$ cat src/rtl/fifo_pkg.sv
// Shared definitions for the FIFO read-side stream adapter: occupancy
// encoding, default data width and the read-latency legality check.
package fifo_pkg;

  // Occupancy of the head/skid output buffer.
  typedef enum logic [1:0] {
    OCC_EMPTY = 2'd0,
    OCC_ONE   = 2'd1,
    OCC_TWO   = 2'd2
  } occ_e;

  localparam int DATA_SIZE_DEF  = 8;
  localparam int RD_LATENCY_MAX = 1;

  // Only show-ahead (0) and registered (1) FIFO read ports are supported.
  function automatic bit rd_latency_ok(input int lat);
    return (lat >= 0) && (lat <= RD_LATENCY_MAX);
  endfunction

endpackage

$ cat src/rtl/rd_skid_buf.sv
// Two-entry head/skid register pair. Captured words fill the head first;
// the skid only absorbs a word when the head is occupied and not leaving.
// Occupancy is exposed so the parent can derive valid and the issue rule.
module rd_skid_buf
  import fifo_pkg::*;
#(
  parameter int W = DATA_SIZE_DEF
) (
  input  logic         clk,
  input  logic         rst_n,
  input  logic         cap,
  input  logic [W-1:0] cap_data,
  input  logic         pop,
  output occ_e         occ,
  output logic [W-1:0] head
);

  occ_e         occ_q, occ_d;
  logic [W-1:0] head_q, head_d;
  logic [W-1:0] skid_q, skid_d;

  // State and storage registers; buffered words are discarded on reset.
  always_ff @(posedge clk or negedge rst_n) begin
    if (!rst_n) begin
      occ_q  <= OCC_EMPTY;
      head_q <= '0;
      skid_q <= '0;
    end else begin
      occ_q  <= occ_d;
      head_q <= head_d;
      skid_q <= skid_d;
    end
  end

  // Next occupancy and data steering for every cap/pop combination.
  always_comb begin
    occ_d  = occ_q;
    head_d = head_q;
    skid_d = skid_q;
    case (occ_q)
      OCC_EMPTY: begin
        if (cap) begin
          head_d = cap_data;
          occ_d  = OCC_ONE;
        end
      end
      OCC_ONE: begin
        if (cap && pop) begin
          head_d = cap_data;
        end else if (cap) begin
          skid_d = cap_data;
          occ_d  = OCC_TWO;
        end else if (pop) begin
          occ_d  = OCC_EMPTY;
        end
      end
      OCC_TWO: begin
        // The issue rule never lets a capture land here without a pop.
        if (pop) begin
          head_d = skid_q;
          if (cap) begin
            skid_d = cap_data;
          end else begin
            occ_d  = OCC_ONE;
          end
        end
      end
      default: occ_d = OCC_EMPTY;
    endcase
  end

  assign occ  = occ_q;
  assign head = head_q;

endmodule

$ cat src/rtl/fifo_rd_stream.sv
// Read-side adapter for the async FIFO: converts empty/rd_en/rd_data into a
// registered valid/ready stream through a 2-entry prefetch buffer.
// Handshake: a beat transfers on a cycle where o_valid and i_ready are both
// high; o_valid/o_data/o_last hold until that transfer happens.
// Optional feature macro: FIFO_RD_STREAM_LAST_EN adds the o_last frame tag.
// o_occ is a debug view of the buffer occupancy state.
module fifo_rd_stream
  import fifo_pkg::*;
#(
  parameter int DATA_SIZE  = DATA_SIZE_DEF,
  parameter int RD_LATENCY = 0,
  parameter int FRAME_LEN  = 16
) (
  input  logic                 i_clk,
  input  logic                 i_rst_n,
  input  logic                 i_empty,
  output logic                 o_rd_en,
  input  logic [DATA_SIZE-1:0] i_rd_data,
  output logic                 o_valid,
  input  logic                 i_ready,
  output logic [DATA_SIZE-1:0] o_data,
`ifdef FIFO_RD_STREAM_LAST_EN
  output logic                 o_last,
`endif
  output occ_e                 o_occ
);

  // Elaboration fails with a divide-by-zero on an unsupported latency.
  localparam int LAT_GUARD = 1 / int'(rd_latency_ok(RD_LATENCY));

`ifdef FIFO_RD_STREAM_LAST_EN
  localparam int TAG_W = 1;
`else
  localparam int TAG_W = 0;
`endif
  localparam int W = DATA_SIZE + TAG_W;

  occ_e         occ;
  logic         inflight;
  logic         cap;
  logic         pop;
  logic [2:0]   level;
  logic [W-1:0] cap_word;
  logic [W-1:0] head_word;

  assign o_valid = (occ != OCC_EMPTY);
  assign pop     = o_valid & i_ready;
  assign o_occ   = occ;

  // Issue a read only while the buffer plus in-flight beat stays within 2
  // entries after this cycle's pop; gated off during reset.
  assign level   = {1'b0, occ} + {2'b0, inflight} - {2'b0, pop};
  assign o_rd_en = i_rst_n & ~i_empty & (level < 3'd2);

  if (RD_LATENCY == 0 && LAT_GUARD == 1) begin : g_lat0
    // Show-ahead FIFO: data is on i_rd_data in the strobe cycle.
    assign inflight = 1'b0;
    assign cap      = o_rd_en;
  end else begin : g_lat1
    logic inflight_q;

    // Registered FIFO: data returns one cycle after the strobe.
    always_ff @(posedge i_clk or negedge i_rst_n) begin
      if (!i_rst_n) inflight_q <= 1'b0;
      else          inflight_q <= o_rd_en;
    end

    assign inflight = inflight_q;
    assign cap      = inflight_q;
  end

`ifdef FIFO_RD_STREAM_LAST_EN
  localparam int CW = (FRAME_LEN > 1) ? $clog2(FRAME_LEN) : 1;
  localparam logic [CW-1:0] LAST_IDX = CW'(FRAME_LEN - 1);

  logic [CW-1:0] cnt_q;

  // Beat position within the frame, advanced on every captured beat.
  always_ff @(posedge i_clk or negedge i_rst_n) begin
    if (!i_rst_n)                cnt_q <= '0;
    else if (cap && cnt_q == LAST_IDX) cnt_q <= '0;
    else if (cap)                cnt_q <= cnt_q + 1'b1;
  end

  assign cap_word = {(cnt_q == LAST_IDX), i_rd_data};
  assign o_last   = head_word[DATA_SIZE];
  assign o_data   = head_word[DATA_SIZE-1:0];
`else
  assign cap_word = i_rd_data;
  assign o_data   = head_word;
`endif

  rd_skid_buf #(
    .W (W)
  ) u_buf (
    .clk      (i_clk),
    .rst_n    (i_rst_n),
    .cap      (cap),
    .cap_data (cap_word),
    .pop      (pop),
    .occ      (occ),
    .head     (head_word)
  );

endmodule
$ cat config.mk
export PLATFORM = sky130hd
export DESIGN_NAME = fifo_rd_stream
export DESIGN_NICKNAME = d
export VERILOG_FILES = /design/src/rtl/fifo_pkg.sv /design/src/rtl/rd_skid_buf.sv /design/src/rtl/fifo_rd_stream.sv
export SDC_FILE = /design/constraint.sdc
export NUM_CORES = 1
export LEC_CHECK = 0
export BUFFER_PORTS_ARGS = -buffer_cell sky130_fd_sc_hd__buf_2
export CELL_PAD_IN_SITES_DETAIL_PLACEMENT = 0
export CELL_PAD_IN_SITES_GLOBAL_PLACEMENT = 1
export CORE_MARGIN = 3
export CORE_UTILIZATION = 30
export CTS_CLUSTER_SIZE = 24
export DETAILED_ROUTE_END_ITERATION = 16
export PLACE_DENSITY_LB_ADDON = 0.1
export REMOVE_ABC_BUFFERS = 1
export SLEW_MARGIN = 15
export SYNTH_ARGS = -nofsm -noshare
export SYNTH_HDL_FRONTEND = slang
export SYNTH_HIERARCHICAL = 1
export SYNTH_SLANG_ARGS = --single-unit
$ cat constraint.sdc
create_clock -name i_clk -period 2.27 [get_ports i_clk]
set_input_delay 0.227 -clock i_clk [delete_from_list [all_inputs] [get_ports i_clk]]
set_output_delay 0.227 -clock i_clk [all_outputs]
set_load 0.1 [all_outputs]
# Yosys cells after proc, flatten, opt, wreduce, memory -nomap -nowiden
# Index checks and enable logic that the tools add are counted.
# totals
latch_bits	0
mem_count	0
register_bits	18
mem_bits_ro	0
output_inout_bits	12
wordCells	40
ram_bits	0
# op_classes
n_eq_ne	8
n_mux	15
div_mod_pow	0
n_mul	0
addsub	1
reduce_logical	8
n_shift	0
n_lt_le_gt_ge	1
bitwise_logic	4
# op_table
operator	count
$mux 8	6
$pmux 8 s3	1
$pmux 8 s2	1
$mux 2	6
$ne 2x2->1 const B	3
$pmux 2 s3	1
$reduce_and 5->1	1
$ne 2x1->1 const B	2
$reduce_and 4->1	1
$reduce_bool 2->1	2
$and 1x1->1	3
$lt 3x2->1 const B	1
$ne 3x2->1 const B	1
$reduce_and 3->1	1
$reduce_bool 3->1	1
$sub 2x1->3	1
$eq 2x1->1 const B	1
$eq 2x2->1 const B	1
$logic_not 2->1	1
$logic_and 1x1->1	1
$not 1->1	1

# Depth between registers and ports, before layout
# Gate-level depths: netlist of run 1.
# depth
ltp_word	8
ltp_mapped	6
ltp_nobuf	5

# Cells and area by module
# The synthesis of run 1 kept the hierarchy.
# modules_own_cells
mod	cells_each	area_each_um2	instances	seq_area_each_um2
rd_skid_buf	57	909.6	1	450.4
fifo_rd_stream	5	35.0	1	0.0

# Worst setup path before layout of run 1
# OpenSTA, ideal clock, no wires.
# synth_timing
path_type	reg2reg
from	register u_buf.occ_q[0] (netlist: u_buf/occ[0])
to	register u_buf.skid_q[0]
arrival_time_ns	3.800
synth_period_minus_slack_ns	3.925
path_slack_ns	-1.655
n_path_buf	0
setup_time_ns	0.125
stages_incl_launch_ff	6
cell_sequence	dfrtp_1 -> nand2b_1 -> a21oi_1 -> nand2_1 -> o22ai_4 -> mux2_4
# synth_between
elab_chain_len	8
# synth_lines
item	line_no	source
start: declaration	rd_skid_buf.sv:18	occ_e occ_q, occ_d;
start signal: assignment	rd_skid_buf.sv:25	occ_q <= OCC_EMPTY;
start signal: assignment	rd_skid_buf.sv:29	occ_q <= occ_d;
$reduce_bool 2->1	fifo_rd_stream.sv:46	assign o_valid = (occ != OCC_EMPTY);
$and 1x1->1	fifo_rd_stream.sv:47	assign pop = o_valid & i_ready;
$sub 2x1->3 *	fifo_rd_stream.sv:52	assign level = {1'b0, occ} + {2'b0, inflight} - {2'b0, pop};
$lt 3x2->1 *	fifo_rd_stream.sv:53	assign o_rd_en = i_rst_n & ~i_empty & (level < 3'd2);
$and 1x1->1 *	fifo_rd_stream.sv:53	
net o_rd_en	fifo_rd_stream.sv:17	output logic o_rd_en,
$mux 8 or $logic_and 1x1->1 (tied branches)	n/a	
$mux 8, or another cell as far along	n/a	
$pmux 8 s2 or $reduce_and 3->1 (tied branches)	n/a	
end signal: assignment	rd_skid_buf.sv:31	skid_q <= skid_d;
end: declaration	rd_skid_buf.sv:20	logic [W-1:0] skid_q, skid_d;
# Mark *: on every way through the listed nets, which the timed path passes. The rest lies on a longest branch. The select of a mux whose other input is x is not followed.
# A chain may end at the register's enable or synchronous reset.

# Final worst setup path of run 1
# layout_timing
from	register u_buf.occ_q[0] (netlist: u_buf/occ[0])
to	output o_rd_en
# layout_between
elab_chain_len	5
# layout_lines
item	line_no
$reduce_bool 2->1	fifo_rd_stream.sv:46
$and 1x1->1	fifo_rd_stream.sv:47
$sub 2x1->3 *	fifo_rd_stream.sv:52
$lt 3x2->1 *	fifo_rd_stream.sv:53
$and 1x1->1 *	fifo_rd_stream.sv:53
end: declaration	fifo_rd_stream.sv:17
# Mark *: on every way between the ends. The rest lies on a longest branch, timed or not.

==> results of run 1 <==
worst min-delay path by stage:
stage	to	depth (start not counted)	slack (ns)	startpoint
5_1_grt	u_buf/skid_q[2]$_DFFE_PN0P_	2	0.13	i_rd_data[2]
6_report	u_buf/skid_q[2]$_DFFE_PN0P_	2	0.17	i_rd_data[2]
3_5_place_dp	u_buf/skid_q[3]$_DFFE_PN0P_	2	0.23	i_rst_n
2_1_floorplan	u_buf/head[0]$_DFFE_PN0P_	0	-0.07	i_rst_n
3_3_place_gp	u_buf/head[3]$_DFFE_PN0P_	2	0.23	i_rst_n
4_1_cts	u_buf/skid_q[2]$_DFFE_PN0P_	2	0.15	i_rd_data[2]
routing by layer:
metal	GRT usage [%]	vias to the layer above
met3	4.144	2
met2	16.13	12
met1	14.37	295
li1	-	280
met4	3.315	0
met5	0	-
layout by cell type (no fill, tap or decap):
cell and n:
dlygate4sd3_1 1, mux2_4 16, nor2b_1 2, o22ai_4 1, o21ai_0 1, buf_4 2
or2_4 1, nand2_1 1, buf_2 23, clkbuf_4 3, o2bb2ai_1 1, dfrtp_1 18
mux2_1 7, mux2_2 1, a21boi_0 1, a32o_2 1, nand2b_1 2, or2b_4 1
clkbuf_8 1, inv_1 1, nand2b_2 2, o22ai_1 1, and2_4 1, a21oi_1 1
layout make-up:
cell class | count | area [sq um]
Tap cell | 42 | 52.55
Fill cell | 280 | 1724
Inverter | 1 | 3.754
Sequential cell | 18 | 450.4
Timing Repair Buffer | 26 | 140.1
Clock buffer | 4 | 36.28
Multi-Input combinational cell | 41 | 469.2
sequential cells by signal (all words and copies together) (netlist names):
name,count
u_buf/occ,2
u_buf/head,8
u_buf/skid_q,8
cell families after synthesis:
family                 Yosys count
AO/OA/AOI/OAI                    7
buffers and inverters            3
AND/OR/NAND/NOR                 10
flip-flops                      18
multiplexers                    24
worst max-delay path: stages, from the launching register on:
cell      delay [ns]
dfrtp_1         0.46
nand2b_1        0.17
a21oi_1         0.39
buf_2           0.51
stage by stage:
step                setup slack, ns  setup TNS [ns]  util (%)  std cells  instance area, sq um
floorplan                    -1.655          -29.04         -         60                 922.1
global placement             0.1909               0     38.41        127                  1105
CTS                          0.1492               0     40.02        132                  1151
global route                0.06502               0     40.06        132                  1152
detailed placement           0.1554               0     38.41        127                  1105
finish                       0.2145               0     40.06        132                  1152
what timing repair did:
action	CTS	global route
hold endpoints to repair	18	0
endpoints found under the setup margin	0	1
gates resized for setup	0	1
hold buffers	1	0
==> results.py, run 1 <==
metrics = {
    "global_route": {
        "grt_use_total_pct": 10.78,
        "grt_pass1_wl_mm": 3.263,
        "gr-total-overflow": 0,
        "grt_start_max_net_pins": 19,
        "grt_pass1_vias": 662,
        "antenna_found_initial": 0,
    },
    "die": {
        "start_util_pct": 32.84,
        "ioPinCount": 24,
        "core.rowCount": 19,
        "core_area_sq_um": 2877,
        "die-area_sq_um": 3858,
        "dieWidth_microns": 62.12,
        "die_h_microns": 62.12,
    },
    "routing": {
        "topRoutingLayerUsed": "met4",
        "route.detailed.drc": 0,
        "dr_wl_met3_microns": 104,
        "ant_nets": 0,
        "wire_per_inst_microns": 13.81,
        "drt_iter0_markers": 4,
        "dr.pass1.iters": 4,
        "detailroute.via_count": 589,
        "wl_met1_microns": 874,
        "wl_met2_microns": 826,
        "viasPerCell": 4.462,
        "routed_wl_mm": 1.823,
    },
    "logic_synthesis": {
        "synth-compound-area-share_pct": 6.623,
        "ys_seq_area_share_pct": 47.68,
        "synth_edf_count": 0,
        "synthFlopType": "dfrtp_1",
        "synth.most_common_cell": "dfrtp_1",
        "async_flop_share_pct": 100.0,
        "synth.avg_cell_area_sq_um": 15.24,
        "synth_xor_area_share_pct": 0,
        "synthTopCellsByCount": "dfrtp_1, mux2_4, mux2_1",
        "yosysTopAreaCell": "dfrtp_1",
        "synth.top_cell.area_share_pct": 47.68,
        "synth_mux_area_share_pct": 34.97,
        "synth.area.top_cells": "dfrtp_1, mux2_4, mux2_1",
        "synthCells": 62,
        "synth_cell_types": 20,
        "yosys.area_share.adder_pct": 0,
        "syn_area_sq_um": 944.7,
        "synth-simple-area-share_pct": 7.947,
        "synth_seq_cells": 18,
        "ys_warn_count": 6,
        "synth_top_family_by_area": "multiplexers",
    },
    "setup_path": {
        "crit_path_start": "u_buf/occ[0]$_DFFE_PN0P_",
        "crit_arrival_ns": 1.83,
        "r2r_cells": 5,
        "path_class": "reg2out",
        "cp.required_ns": 2.04,
        "r2r-end": "u_buf/skid_q[4]$_DFFE_PN0P_",
        "cp-start-kind": "flip-flop",
        "setup.worst_path.end_class": "output port",
        "r2r_slack_ns": 0.23,
        "critical_path.endpoint": "o_rd_en",
        "r2r_start": "u_buf/occ[0]$_DFFE_PN0P_",
        "crit_fanout": 7,
    },
    "clocking": {
        "cts_sinks": 18,
        "cts_root_buf": "clkbuf_4",
        "htree_levels": 1,
        "path_clk_slew_ns": 0.11,
        "cts_made_buffers": 3,
        "clkLatencyLatePin_ns": 0.29,
        "clockBufferDepth": 2,
        "post_cts_buffers": 0,
        "cts_tree": "yes",
    },
    "place": {
        "dpl.hpwl_mm": 1.339,
        "place.port_buffers": 23,
        "gp_congestion": 0.7229,
    },
    "final_layout": {
        "drive_above_1_share_pct": 58.89,
        "syn_to_final_growth_pct": 21.99,
        "diodes": 0,
        "nets": 103,
    },
    "timing": {
        "slew-limit-headroom_pct": 67.58,
        "rsz0062_at_grt": "no",
        "worst_pin_slew_ns": 0.4897,
        "drv_slew": 0,
        "setup_viol": 0,
        "hold_violations": 0,
        "timing.hold.ws_ns": 0.1685,
        "fin_skew_ns": 0.005828,
        "max_freq_mhz": 486.5,
        "fin_crit_sh_pct": 90.55,
        "period_needed_ns": 2.055,
    },
    "flow_run": {
        "drv_cap": 0,
    },
    "outcome": {
        "status": "completed",
    },
    "min_path": {
        "hold_class": "in2reg",
    },
}
Power of run 1 is left out: the tool's default activity adds up to more than one toggle a clock period on the data nets, which glitch-free logic cannot reach.
==> inputs of run 2 (changes only) <==
- SYNTH_HIERARCHICAL: 1 -> not set
==> results.py, run 2 <==
metrics = {
    "outcome": {
        "status": "completed",
    },
    "clocking": {
        "cts_sinks": 18,
        "cts_tree": "yes",
        "path_clk_slew_ns": 0.11,
        "cts_made_buffers": 3,
        "clkLatencyLatePin_ns": 0.29,
        "clockBufferDepth": 2,
        "htree_levels": 1,
        "cts_root_buf": "clkbuf_4",
    },
    "final_layout": {
        "fillerInstances": 287,
        "diodes": 0,
        "syn_to_final_growth_pct": 22.94,
        "nets": 105,
        "utilization_pct": 39.21,
        "final_common_cell": "buf_2",
        "final_cell_area_sq_um": 1100,
        "final_cell_mix": "buf_2, dfrtp_1, mux2_2",
        "drive_above_1_share_pct": 59.78,
    },
    "global_route": {
        "grt_pass1_vias": 576,
        "met2_usage_pct": 16.03,
        "grt_use_total_pct": 10.77,
        "grt_use_met1_pct": 15.59,
        "grt_start_max_net_pins": 18,
        "met3_usage_pct": 3.404,
        "antenna_found_initial": 0,
        "grt_pass1_wl_mm": 2.904,
        "busiest_layer": "met2",
        "gr-total-overflow": 0,
    },
    "timing": {
        "setup_ws_ns": 0.2063,
        "hold_violations": 0,
        "fin_skew_ns": 0.006344,
        "period_needed_ns": 2.064,
        "drv_slew": 0,
        "fin_crit_sh_pct": 90.91,
        "setup_viol": 0,
        "timing.hold.ws_ns": 0.1771,
        "slew-limit-headroom_pct": 65.17,
        "max_freq_mhz": 484.6,
        "worst_pin_slew_ns": 0.5221,
        "rsz0062_at_grt": "no",
    },
    "logic_synthesis": {
        "syn_area_sq_um": 894.6,
        "synth_xor_area_share_pct": 0,
        "yosysTopAreaCell": "dfrtp_1",
        "synth.avg_cell_area_sq_um": 13.98,
        "synth.most_common_cell": "dfrtp_1",
        "synth-simple-area-share_pct": 6.993,
        "synth_seq_cells": 18,
        "yosys.area_share.adder_pct": 0,
        "synthCells": 64,
        "synth_cell_types": 18,
        "synth_mux_area_share_pct": 34.69,
        "synthTopCellsByCount": "dfrtp_1, mux2_2, mux2_4",
        "synth_top_family_by_area": "multiplexers",
        "synth.top_cell.area_share_pct": 50.35,
        "synth_edf_count": 0,
        "synthFlopType": "dfrtp_1",
        "synth-compound-area-share_pct": 5.315,
        "ys_seq_area_share_pct": 50.35,
        "async_flop_share_pct": 100.0,
        "synth.area.top_cells": "dfrtp_1, mux2_2, mux2_4",
        "ys_warn_count": 0,
    },
    "routing": {
        "dr.pass1.iters": 2,
        "detailroute.via_count": 600,
        "ant_nets": 0,
        "route.detailed.drc": 0,
        "drt_iter0_markers": 13,
        "routed_wl_mm": 1.796,
        "wire_per_inst_microns": 14.60,
        "viasPerCell": 4.878,
    },
    "setup_path": {
        "setup.worst_path.end_class": "output port",
        "crit_fanout": 17,
        "crit_arrival_ns": 1.84,
        "cp-start-kind": "primary input",
        "cp.required_ns": 2.04,
        "path_class": "in2out",
    },
    "pwr": {
        "power_density_nw_per_um2": 1378,
        "p_leak_uw": 0.0005339,
        "power_uw": 1515,
        "ir_drop_mv": 0.7379,
    },
    "die": {
        "die_h_microns": 60.61,
        "start_util_pct": 31.89,
        "core.rowCount": 19,
        "core_area_sq_um": 2805,
        "ioPinCount": 24,
        "die-area_sq_um": 3673,
        "dieWidth_microns": 60.61,
    },
    "min_path": {
        "hold_class": "in2reg",
    },
    "flow_run": {
        "drv_cap": 0,
    },
    "place": {
        "pre_cts_ws_ns": 0.5066,
        "dpl_cell_area_sq_um": 1051,
        "place.port_buffers": 23,
        "gp_congestion": 0.7120,
        "dpl.hpwl_mm": 1.256,
    },
}
run 2: cell families (layout without fill, tap and decap cells):
group | count (synthesis) | after routing
muxes | 25 | 25
and+or+nand+nor | 9 | 9
DFF | 18 | 18
AOI/OAI and AO/OA | 7 | 7
buffers and inverters | 5 | 33
run 2: final timing paths:
kind | from | to | slack (ns) | depth (start not counted)
hold reg to reg | u_buf.skid_q[6]$_DFFE_PN0P_ | u_buf.skid_q[6]$_DFFE_PN0P_ | 0.51 | 1
hold / removal | i_rd_data[7] | u_buf.skid_q[7]$_DFFE_PN0P_ | 0.18 | 2
setup / recovery | i_rst_n | o_rd_en | 0.21 | 6
max in group asynchronous | i_rst_n | u_buf.head[1]$_DFFE_PN0P_ | 1.58 | 3
setup reg to reg | u_buf.occ[1]$_DFFE_PN0P_ | u_buf.head[1]$_DFFE_PN0P_ | 0.48 | 3
min in group asynchronous | i_rst_n | u_buf.occ[1]$_DFFE_PN0P_ | 0.26 | 2
run 2: area by class of cell:
class                      instances  area (sq um)  area share, %
multi-input combinational         41         420.4          38.23
timing repair buffer              26         142.6          12.97
tap                               31         38.79          3.527
clock buffer                       4         36.28          3.299
sequential                        18         450.4          40.96
inverter                           3         11.26          1.024
run 2: power breakdown:
part / switching, uW / internal [uW] / leakage (uW)
Sequential: 69.3 / 448 / 0.000217
Combinational: 589 / 215 / 0.000296
Clock: 96.7 / 97.5 / 0.0000210
Total: 755 / 761 / 0.000534
run 2: worst max-delay path, cell delays in order:
cell,delay [ns]
dlygate4sd3_1,0.52
buf_2,0.15
buf_4,0.26
nand2b_1,0.17
a21oi_1,0.15
clkbuf_4,0.34
run 2: metal layers:
layer  share of wire, %  routed length, microns  vias to the layer above
li1                   -                       -                      284
met1                 51                     910                      300
met2                 44                     795                       14
met3                4.5                      80                        2
met4               0.56                      10                        0
met5                  0                       0                        -
run 2: what timing repair did:
action                                  4_1_cts  5_1_grt
resized for setup                             0        1
buffers inserted                              0        0
endpoints found under the hold margin        18        0
hold buffers                                  1        0
endpoints found under the setup margin        0        1
run 2: metrics by stage:
| stage | cells | TNS [ns] |
|---|---|---|
| floorplan | 62 | -1.310 |
| global placement | 118 | 0 |
| detailed placement | 118 | 0 |
| CTS | 123 | 0 |
| global route | 123 | 0 |
| finish | 123 | 0 |
Power figures use the tool's default switching activity.
==> inputs of run 3 (changes only) <==
==> constraint.sdc (replaced) <==
create_clock -name i_clk -period 2.27 [get_ports i_clk]
set_input_delay 0.227 -clock i_clk [delete_from_list [all_inputs] [get_ports i_clk]]
set_output_delay 0.227 -clock i_clk [all_outputs]
set_load 0.05 [all_outputs]
==> results.py, run 3 (synthesis gave the netlist of run 2 again) <==
metrics = {
    "place": {
        "pre_cts_ws_ns": 0.5066,
        "dpl.hpwl_mm": 1.256,
        "gp_congestion": 0.7120,
        "dpl_cell_area_sq_um": 1051,
        "place.port_buffers": 23,
    },
    "pwr": {
        "p_leak_uw": 0.0005340,
        "ir_drop_mv": 0.6054,
        "power_uw": 1264,
        "power_density_nw_per_um2": 1152,
    },
    "die": {
        "die-area_sq_um": 3673,
        "start_util_pct": 31.89,
        "die_h_microns": 60.61,
        "dieWidth_microns": 60.61,
        "core_area_sq_um": 2805,
        "core.rowCount": 19,
        "ioPinCount": 24,
    },
    "routing": {
        "wire_per_inst_microns": 14.61,
        "dr.pass1.iters": 2,
        "ant_nets": 0,
        "drt_iter0_markers": 13,
        "viasPerCell": 4.878,
        "routed_wl_mm": 1.797,
        "detailroute.via_count": 600,
        "route.detailed.drc": 0,
    },
    "flow_run": {
        "drv_cap": 0,
    },
    "setup_path": {
        "critPathTopFamily": "buffers and inverters",
        "crit_path_start": "i_rst_n",
        "critPathBufInv": 4,
        "setup.worst_path.end_class": "output port",
        "cpPeakStageDelay_ns": 0.52,
        "crit_top_cell": "buf_2",
        "crit_fanout": 17,
        "critical_path.endpoint": "o_rd_en",
        "cp_cell_sequence": "dlygate4sd3_1 -> buf_2 -> buf_4 -> nand2b_1 -> a21oi_1 -> buf_2",
        "path_class": "in2out",
        "slowest_stage": "dlygate4sd3_1",
        "r2r_slack_ns": 0.48,
        "crit_arrival_ns": 1.76,
        "cp_num_cells": 6,
        "r2r-end": "u_buf.head[1]$_DFFE_PN0P_",
        "cp.required_ns": 2.04,
        "r2r_cells": 3,
        "r2r_start": "u_buf.occ[1]$_DFFE_PN0P_",
        "cp-start-kind": "primary input",
    },
    "global_route": {
        "grt_use_total_pct": 10.77,
        "gr-total-overflow": 0,
        "grt_start_max_net_pins": 18,
        "antenna_found_initial": 0,
        "grt_pass1_vias": 576,
        "grt_pass1_wl_mm": 2.904,
    },
    "timing": {
        "setup_viol": 0,
        "setup-tns-final_ns": 0,
        "worst_pin_slew_ns": 0.5221,
        "drv_slew": 0,
        "rsz0062_at_grt": "no",
        "fin_crit_sh_pct": 87.64,
        "fin_skew_ns": 0.006344,
        "hold_violations": 0,
        "period_needed_ns": 1.989,
        "setup_ws_ns": 0.2805,
        "slew-limit-headroom_pct": 65.17,
        "max_freq_mhz": 502.6,
    },
    "final_layout": {
        "nets": 105,
        "drive_above_1_share_pct": 59.78,
        "syn_to_final_growth_pct": 22.66,
        "final_common_cell": "buf_2",
        "final_cell_area_sq_um": 1097,
        "diodes": 0,
        "fillerInstances": 288,
        "final_cell_mix": "buf_2, dfrtp_1, mux2_2",
    },
    "clocking": {
        "clkLatencyLatePin_ns": 0.29,
        "path_clk_slew_ns": 0.11,
        "cts_sinks": 18,
        "cts_made_buffers": 3,
        "cts_root_buf": "clkbuf_4",
        "post_cts_buffers": 0,
        "cts_tree": "yes",
        "clockBufferDepth": 2,
        "ctsResizeCount": 0,
        "cts_hold_buf": 1,
        "htree_levels": 1,
    },
    "min_path": {
        "hold_class": "in2reg",
    },
    "outcome": {
        "status": "completed",
    },
}
[run 3: cell count changes in the layout (fill, tap and decap cells not counted)]
cell,previous run,this run
buf_2,22,23
clkbuf_4,4,3
[run 3: worst min-delay path by stage]
stage / end / cells past startpoint / slack, ns / from
floorplan: u_buf.head[0]$_DFFE_PN0P_ / 0 / -0.07 / i_rst_n
global placement: u_buf.occ[1]$_DFFE_PN0P_ / 1 / 0.04 / i_rst_n
CTS: u_buf.skid_q[7]$_DFFE_PN0P_ / 2 / 0.16 / i_rd_data[7]
detailed placement: u_buf.occ[1]$_DFFE_PN0P_ / 1 / 0.04 / i_rst_n
finish: u_buf.skid_q[7]$_DFFE_PN0P_ / 2 / 0.18 / i_rd_data[7]
global route: u_buf.skid_q[2]$_DFFE_PN0P_ / 2 / 0.17 / i_rd_data[2]
[run 3: stage by stage]
| step | std cells | hold slack, ns | utilization (%) |
|---|---|---|---|
| after CTS | 123 | 0.1637 | 39.12 |
| final | 123 | 0.1771 | 39.12 |
| after floorplan | 62 | -0.06859 | - |
| after global placement | 118 | 0.04010 | 37.47 |
| after detailed placement | 118 | 0.04086 | 37.47 |
| after global routing | 123 | 0.1674 | 39.12 |
[run 3: per-layer routing]
layer,GRT usage [%],routed length [microns],up-vias
li1,-,-,284
met5,0,0,-
met1,15.59,911,300
met3,3.404,80,2
met4,1.858,10,0
met2,16.03,796,14
[run 3: layout make-up]
cell class	instances	area, sq um	share of cell area (%)
clock buffer	4	36.28	3.307
inverter	3	11.26	1.026
multi-input combinational	41	420.4	38.31
sequential	18	450.4	41.05
tap	31	38.79	3.535
timing repair buffer	26	140.1	12.77
[run 3: worst register-to-register path, cell delays in order, from the launching register on]
cell     delay (ns)
dfrtp_1        0.48
nor3b_1        0.35
a211o_1        0.49
mux2_4         0.35
[run 3: power breakdown]
part | internal (uW) | switching, uW | total, uW
registers | 448 | 69.3 | 517
logic | 216 | 337 | 552
clock network | 97.5 | 96.7 | 194
